**src/rtl/std_skid_ctrl.sv**
```systemverilog
// std_skid_ctrl: two-entry skid buffer for one valid/ready pipeline stage.
// The main and skid data registers are plain enable flops; this block
// generates their load enables and the main-register input mux. Both
// handshake outputs come straight from the state register, so m_ready never
// reaches s_ready combinationally and s_valid never reaches m_valid.
module std_skid_ctrl #(
    parameter int                    DATA_WIDTH       = 32,
    parameter logic [DATA_WIDTH-1:0] DATA_RESET_VALUE = '0
) (
    input  logic                  clk,
    input  logic                  aresetn,
    input  logic                  flush,
    input  logic                  s_valid,
    output logic                  s_ready,
    input  logic [DATA_WIDTH-1:0] s_data,
    output logic                  m_valid,
    input  logic                  m_ready,
    output logic [DATA_WIDTH-1:0] m_data,
    output logic [1:0]            occupancy
);

    // State encoding equals the number of buffered entries.
    localparam logic [1:0] EMPTY = 2'b00;
    localparam logic [1:0] BUSY  = 2'b01;
    localparam logic [1:0] FULL  = 2'b10;

    logic [1:0]            state;
    logic [1:0]            state_next;
    logic [DATA_WIDTH-1:0] main_data;
    logic [DATA_WIDTH-1:0] skid_data;
    logic [DATA_WIDTH-1:0] main_next;
    logic                  main_en;
    logic                  skid_en;
    logic                  s_fire;
    logic                  m_fire;

    assign m_valid   = (state != EMPTY);
    assign s_ready   = (state != FULL);
    assign s_fire    = s_valid & s_ready;
    assign m_fire    = m_valid & m_ready;
    assign m_data    = main_data;
    assign occupancy = (state == FULL) ? 2'd2 : ((state == BUSY) ? 2'd1 : 2'd0);

    // Next state, register enables and main-register source selection.
    always_comb begin
        state_next = state;
        main_en    = 1'b0;
        skid_en    = 1'b0;
        main_next  = s_data;
        case (state)
            EMPTY: begin
                if (s_fire) begin
                    main_en    = 1'b1;
                    state_next = BUSY;
                end
            end
            BUSY: begin
                if (s_fire && m_fire) begin
                    main_en = 1'b1;
                end else if (s_fire) begin
                    skid_en    = 1'b1;
                    state_next = FULL;
                end else if (m_fire) begin
                    state_next = EMPTY;
                end
            end
            FULL: begin
                if (m_fire) begin
                    main_en    = 1'b1;
                    main_next  = skid_data;
                    state_next = BUSY;
                end
            end
            default: begin
                state_next = EMPTY;
            end
        endcase
        // Flush drops validity only; loads are suppressed so a discarded
        // payload never lands in the data registers.
        if (flush) begin
            state_next = EMPTY;
            main_en    = 1'b0;
            skid_en    = 1'b0;
        end
    end

    // State register with asynchronous active-low reset.
    always_ff @(posedge clk or negedge aresetn) begin
        if (!aresetn) begin
            state <= EMPTY;
        end else begin
            state <= state_next;
        end
    end

    // Main and skid data registers; each holds unless its enable is set.
    always_ff @(posedge clk or negedge aresetn) begin
        if (!aresetn) begin
            main_data <= DATA_RESET_VALUE;
            skid_data <= DATA_RESET_VALUE;
        end else begin
            if (main_en) begin
                main_data <= main_next;
            end
            if (skid_en) begin
                skid_data <= s_data;
            end
        end
    end

endmodule

```
**config.mk**
```make
export PLATFORM = sky130hd
export DESIGN_NAME = std_skid_ctrl
export DESIGN_NICKNAME = d
export VERILOG_FILES = /design/src/rtl/std_skid_ctrl.sv
export SDC_FILE = /design/constraint.sdc
export NUM_CORES = 1
export LEC_CHECK = 0
export ABC_AREA = 1
export BUFFER_PORTS_ARGS = -buffer_cell sky130_fd_sc_hd__buf_2
export CAP_MARGIN = 0
export CORE_ASPECT_RATIO = 1.25
export CORE_MARGIN = 4
export CORE_UTILIZATION = 53
export DETAILED_ROUTE_END_ITERATION = 10
export MAX_ROUTING_LAYER = met4
export PLACE_DENSITY = 0.79
export RECOVER_POWER = 50
export SYNTH_ARGS = -nofsm -noshare
export SYNTH_HDL_FRONTEND = slang
export SYNTH_SLANG_ARGS = --single-unit
```
**constraint.sdc**
```tcl
create_clock -name clk -period 1.54 [get_ports clk]
set_input_delay 0.154 -clock clk [delete_from_list [all_inputs] [get_ports clk]]
set_output_delay 0.154 -clock clk [all_outputs]
set_load 0.02 [all_outputs]
```
==> qor.txt, run 1 <==
Worst setup margin: 0.0720 ns
Met3 Wirelength: 406 µm
Residual DRC: 0
DP Worst Slack: 0.149 ns
Reg-to-reg startpoint: state[0]
Chip width: 76.4 µm
TritonCTS clock tree: yes
M1 WL: 3080 µm
Drt first pass iters: 4
Largest family of logic cells by synthesized area: simple AND/OR/NAND/NOR gates
Endpoints failing setup: 0
Worst setup EP type: primary output
Adder-cell share of the synthesized area: 0%
YS warnings: 0
Routed WL: 7200 µm
Critical path cell sequence: inv_2, nand2_2, inv_2, buf_6, buf_4
GPL Wtd Cong: 0.794
Setup TNS: 0 ns
Nets@finish: 523
CP Data Arrival Time: 1.31 ns
Multiplexer share of the synthesized area: 0%
Top post-synthesis cells by area: dfrtp_1 (53%), nand2_1 (24%), nand3_1 (5.8%)
Post-synth cell types: 15
Max Fclk: 0.681 GHz
GR Util All Layers: 22.1%
Simple-Gate Fraction of Synth Area: 31.3%
Grt ovf: 0
Setup Skew: 0.00949 ns
Clk_lat worst skew: 0.35 ns
Start point of the critical path: state[0]
Switching Power: 1970 µW
Syn_area_per_cell: 7.64 µm²
Worst slew pin tran: 0.570 ns
First-pass GRT wire length: 12200 µm
Clock Tree Root: clkbuf_8
# port buffers: 72
Multi-input gate area: 1160 µm²
Mapped Area: 3100 µm²
Final min period: 1.47 ns
Register Area: 1650 µm²
DRT antenna net count: 0
RR Endpoint: skid_data[10]
Synth Area in XOR/XNOR: 0%
Status: complete, no violations
HP Class: in2reg
Share of the synthesized area in the top cell type: 53.2%
Uppermost layer routed: met4
Critical path destination: occupancy[1]
Final Core Density: 67.2%
Power per cell area: 1500 nW/µm²
Final hold viol count: 0
Max Slew Vio Count: 0
Reg clk slew, reported paths: 0.07 ns
Initial antenna violation count: 0
Yosys top cell by area: dfrtp_1
Fill cells: 475
Async SR Flop Fraction: 100%
Seq pwr share: 48.4%
Cell mode on critical path: inv_2
Met2 WL: 3560 µm
Vias in the first global route: 2727
Top-count cell post-synth: nand2_1
Seq/Total Area, Yosys: 53.2%
Comb power frac: 27.1%
Num CTS Buffers: 9
H-Tree Level Count: 3
Post-synth net total: 443
CP Max Fanout: 10
Switching share of power: 35.3%
Synth Register Bits: 66
I/O pin cnt: 73
Clock sinks: 66
Main synth FF type: dfrtp_1
Vias/cell: 4.97
Clk pwr share: 24.5%
Top cell types by occurrence after synthesis: nand2_1 (200), dfrtp_1 (66), nand3_1 (36), inv_1 (34), o21ai_1 (33)
CP startpoint kind: flip-flop
CTS Buffer Depth: 2
Cells on worst reg2reg path: 7
Initial DRC count: 215
Final Cycle Share: 95.3%
Initial Util: 55.8%
Core ar.: 5560 µm²
Diode count: 0
Die Y: 93.5 µm
Ratio of cells with drive above 1 in the final layout: 20.6%
CP max stage delay: 0.44 ns
Leakage dissipation: 0.00218 µW
CP Class: reg2out
Layout area overhead: 20.4%
Maximum Capacitance Violations: 0
Site Rows: 30
Die area: 7150 µm²
Maximum vdd ir drop: 0.855 mV
Post-synth EDFFs: 0
Final HPWL from detailed placement: 5040 µm
Cell internal pwr: 3610 µW
WP data required: 1.39 ns
Slowest CP cell: dfrtp_2
Largest net degree at the start of global routing: 42
Cell count after synthesis: 406
Max-slew headroom: 62.0%
Compound-Gate Fraction of Synth Area: 5.85%
Vias: 2757
R2R Setup Slk: 0.10 ns
Wire length per cell: 13.0 µm
==> worst min-delay path by stage <==
stage	endpoint	startpoint	cells past startpoint	slack (ns)
2_1_floorplan	m_data[0]	aresetn	0	-0.14
3_3_place_gp	m_data[10]	aresetn	1	0.17
3_5_place_dp	m_data[10]	aresetn	1	0.17
4_1_cts	skid_data[17]	s_data[17]	3	0.03
5_1_grt	skid_data[16]	s_data[16]	3	0.04
6_report	skid_data[9]	s_data[9]	3	0.05
==> flip-flops by register name, indices dropped and copies added (netlist names) <==
name	flops
state	2
skid_data	32
m_data	32
==> timing repair <==
| item | CTS | global route |
|---|---|---|
| hold buffers | 1 | 0 |
| buffers inserted | 0 | 2 |
| resized for setup | 2 | 1 |
| endpoints found under the setup margin | 1 | 1 |
| endpoints found under the hold margin | 20 | 0 |
==> per-stage QoR <==
step | hold slack, ns | area (µm²) | total power (µW) | cells
2_1_floorplan | -0.142 | 3100 | 3690 | 406
3_3_place_gp | 0.170 | 3550 | 4170 | 536
3_5_place_dp | 0.169 | 3550 | 4260 | 536
4_1_cts | 0.0340 | 3750 | 5640 | 553
5_1_grt | 0.0446 | 3730 | 5980 | 555
6_report | 0.0506 | 3730 | 5580 | 555
==> cells by family (layout without fill, tap and decap cells) <==
family	after synthesis	in the layout
DFF	66	66
and+or+nand+nor	243	243
buffers and inverters	62	147
AOI/OAI and AO/OA	35	35
==> cell usage in the layout (no fill, tap or decap), drive strengths merged <==
cell type,count
nand2,203
buf,72
dfrtp,66
inv,39
nand3,36
o21ai,33
clkbuf,31
nand4,2
nor2,2
clkinvlp,2
clkinv,2
a21oi,1
o31ai,1
dlygate4sd3,1
==> power by group through the flow <==
stage / Clock, µW / Combinational [µW] / Sequential [µW]
final: 1370 / 1520 / 2700
after floorplan: 0 / 763 / 2930
after CTS: 1400 / 1560 / 2690
after global routing: 1480 / 1720 / 2770
after detailed placement: 0 / 1550 / 2710
after global placement: 0 / 1490 / 2680
==> worst max-delay path: cells and delay by family (launching register included) <==
family,cells,cell delay (ns)
AND/OR/NAND/NOR,1,0.07
flip-flops,1,0.44
buffers and inverters,4,0.46
==> cell type report <==
| type | count | share of cell area [%] |
|---|---|---|
| sequential | 66 | 44.3 |
| multi-input combinational | 278 | 31.0 |
| timing repair buffer | 92 | 13.6 |
| clock buffer | 12 | 4.42 |
| inverter | 39 | 3.92 |
| tap | 64 | 2.14 |
| clock inverter | 4 | 0.670 |
==> metal layers <==
layer	track usage, %	up-vias
met5	-	-
met4	12.4	0
met3	4.62	13
met2	35.8	93
met1	25.9	1245
li1	-	1406
(Power assumes the default switching activity.)
==> inputs of run 2 (changes only) <==
--- a/config.mk
+++ b/config.mk
@@ -8,7 +8,6 @@
 export ABC_AREA = 1
 export BUFFER_PORTS_ARGS = -buffer_cell sky130_fd_sc_hd__buf_2
 export CAP_MARGIN = 0
-export CORE_ASPECT_RATIO = 1.25
 export CORE_MARGIN = 4
 export CORE_UTILIZATION = 53
 export DETAILED_ROUTE_END_ITERATION = 10
==> run 2 against run 1 <==
Sequential cell count unchanged. Worst setup slack got worse by 0.0015 ns. Critical path depth unchanged. Combinational power about the same. Final cell count unchanged. Design area decreased by 1.1%. Sequential share of layout area increased by 0.46 points. Hold slack improved by 0.014 ns. Critical path type unchanged. Critical endpoint unchanged. Largest cell class unchanged. Highest routed layer unchanged.
==> qor.txt, run 2 (same netlist as run 1, synthesis figures left out) <==
Met3 Wirelength: 429 µm (+5.7%)
M1 WL: 3240 µm (+5.1%)
Fill cells: 505 (+6.3%)
Diode count: 0 (unchanged)
Die area: 7140 µm² (-0.11%)
Commonest non-fill, non-tap cell in the layout: nand2_1
Reg clk slew, reported paths: 0.07 ns (about the same)
Grt ovf: 0 (unchanged)
Largest net degree at the start of global routing: 52 (+24%)
Final HPWL from detailed placement: 4920 µm (-2.3%)
CP Max Fanout: 22 (+12)
HP Class: in2reg
Site Rows: 27 (-10%)
Residual DRC: 0 (unchanged)
Final Core Density: 65.8% (-1.4 points)
Post-Place Cells: 540 (+0.75%)
Setup TNS: 0 ns (unchanged)
Hold_ws: 0.0648 ns (+0.0141 ns)
Stages on worst setup path: 5 (unchanged)
Critical path cell sequence: inv_2, nand2_2, inv_2, buf_12, buf_2
Start point of the critical path: state[0]
Drt first pass iters: 4 (unchanged)
Uppermost layer routed: met4
Max Fclk: 0.681 GHz (about the same)
Maximum Capacitance Violations: 0 (unchanged)
Critical path destination: occupancy[1]
RR Endpoint: m_data[28]
Worst slew pin tran: 1.01 ns (+0.439 ns)
Vias/cell: 5.05 (+1.6%)
R2R Setup Slk: 0.15 ns (+0.05 ns)
Initial antenna violation count: 0 (unchanged)
Cells on worst reg2reg path: 8 (+1)
Leakage dissipation: 0.00215 µW (-1.5%)
Status: complete, no violations
Clock sinks: 66 (unchanged)
Setup Skew: 0.00609 ns (-0.00340 ns)
GR Util All Layers: 22.2% (+0.036 points)
Vias in the first global route: 2677 (-1.8%)
Routed WL: 7290 µm (+1.3%)
Met2 WL: 3410 µm (-4.3%)
Power per cell area: 1470 nW/µm² (-2.0%)
H-Tree Level Count: 3 (unchanged)
Die Y: 84.5 µm (-9.7%)
Num CTS Buffers: 9 (unchanged)
Clk_lat worst skew: 0.33 ns (-0.02 ns)
Tot Pwr: 5420 µW (-3.0%)
Final min period: 1.47 ns (+0.00147 ns)
Bufs and invs on worst path: 4 (unchanged)
Initial DRC count: 183 (-15%)
Endpoints failing setup: 0 (unchanged)
Unrepaired setup endpoints after global routing: no
CP Data Arrival Time: 1.32 ns (about the same)
Cell mode on critical path: inv_2
Initial Util: 55.3% (-0.52 points)
Slowest CP cell: dfrtp_1
Nets@finish: 517 (-1.1%)
# port buffers: 72 (unchanged)
Max-slew headroom: 32.8% (-29 points)
CP Class: reg2out
Maximum vdd ir drop: 0.746 mV (-13%)
Layout area overhead: 19.0%
Layout Cells excl Fill: 555 (unchanged)
Chip width: 84.5 µm (+11%)
Ratio of cells with drive above 1 in the final layout: 18.0% (-2.6 points)
WP data required: 1.39 ns (about the same)
Final hold viol count: 0 (unchanged)
Core ar.: 5610 µm² (+0.95%)
TritonCTS clock tree: yes
Most frequent cells in the layout: nand2_1 (200), dfrtp_1 (66), buf_2 (54)
CP startpoint kind: flip-flop
Worst setup EP type: primary output
CTS Buffer Depth: 2 (unchanged)
I/O pin cnt: 73 (unchanged)
Final Cycle Share: 95.4% (about the same)
Wire length per cell: 13.1 µm (+1.3%)
Vias: 2802 (+1.6%)
Clock Tree Root: clkbuf_8
Max Slew Vio Count: 0 (unchanged)
GPL Wtd Cong: 0.805 (+1.4%)
CP max stage delay: 0.39 ns (-0.05 ns)
First-pass GRT wire length: 12400 µm (+1.5%)
DRT antenna net count: 0 (unchanged)
CP top delay family: buffers and inverters
Reg-to-reg startpoint: state[1]
-- run 2: cell types whose count changed in the layout (fill, tap and decap cells not counted), sizes merged --
cell      before  now
buf           72   67
clkinv         2    0
clkinvlp       2    0
clkbuf        31   32
-- run 2: worst min path at each step --
stage / from / end / slack [ns] / cells past startpoint
2_1_floorplan: aresetn / m_data[0] / -0.14 / 0
3_3_place_gp: aresetn / skid_data[13] / 0.10 / 1
3_5_place_dp: aresetn / skid_data[13] / 0.11 / 1
4_1_cts: s_data[28] / skid_data[28] / 0.05 / 3
5_1_grt: s_data[25] / skid_data[25] / 0.06 / 3
6_report: s_data[7] / skid_data[7] / 0.06 / 3
-- run 2: final cells by class --
class,count,area (µm²),area share [%]
Multi-Input combinational cell,278,1160,31.3
Tap cell,72,90.1,2.44
Timing Repair Buffer,86,495,13.4
Sequential cell,66,1650,44.7
Clock buffer,14,153,4.13
Inverter,39,146,3.96
-- run 2: routing by layer --
metal  vias up  GRT usage [%]
met5         -              -
met1      1278           28.5
met4         0           10.8
met3        18           3.63
li1       1400              -
met2       106           34.2
-- run 2: power breakdown --
group	internal (µW)	total (µW)	switching, µW
combinational	548	1530	979
sequential	2350	2690	333
clock	614	1200	589
total	3520	5420	1900
-- run 2: metrics by stage --
stage	cell area, µm²	setup WS (ns)
3_5_place_dp	3540	0.176
6_report	3690	0.0705
4_1_cts	3710	0.0132
3_3_place_gp	3540	0.233
5_1_grt	3690	0.00299
2_1_floorplan	3100	0.254
-- run 2: worst min-delay path, cell delays in order --
cell,delay [ns]
buf_2,0.10
inv_1,0.04
o21ai_1,0.06
-- run 2: repair_timing --
item,CTS,global route
hold buffers,1,0
buffers inserted,0,0
setup endpoints to repair,1,1
resized for setup,1,2
hold endpoints to repair,15,0
pin swaps,0,0
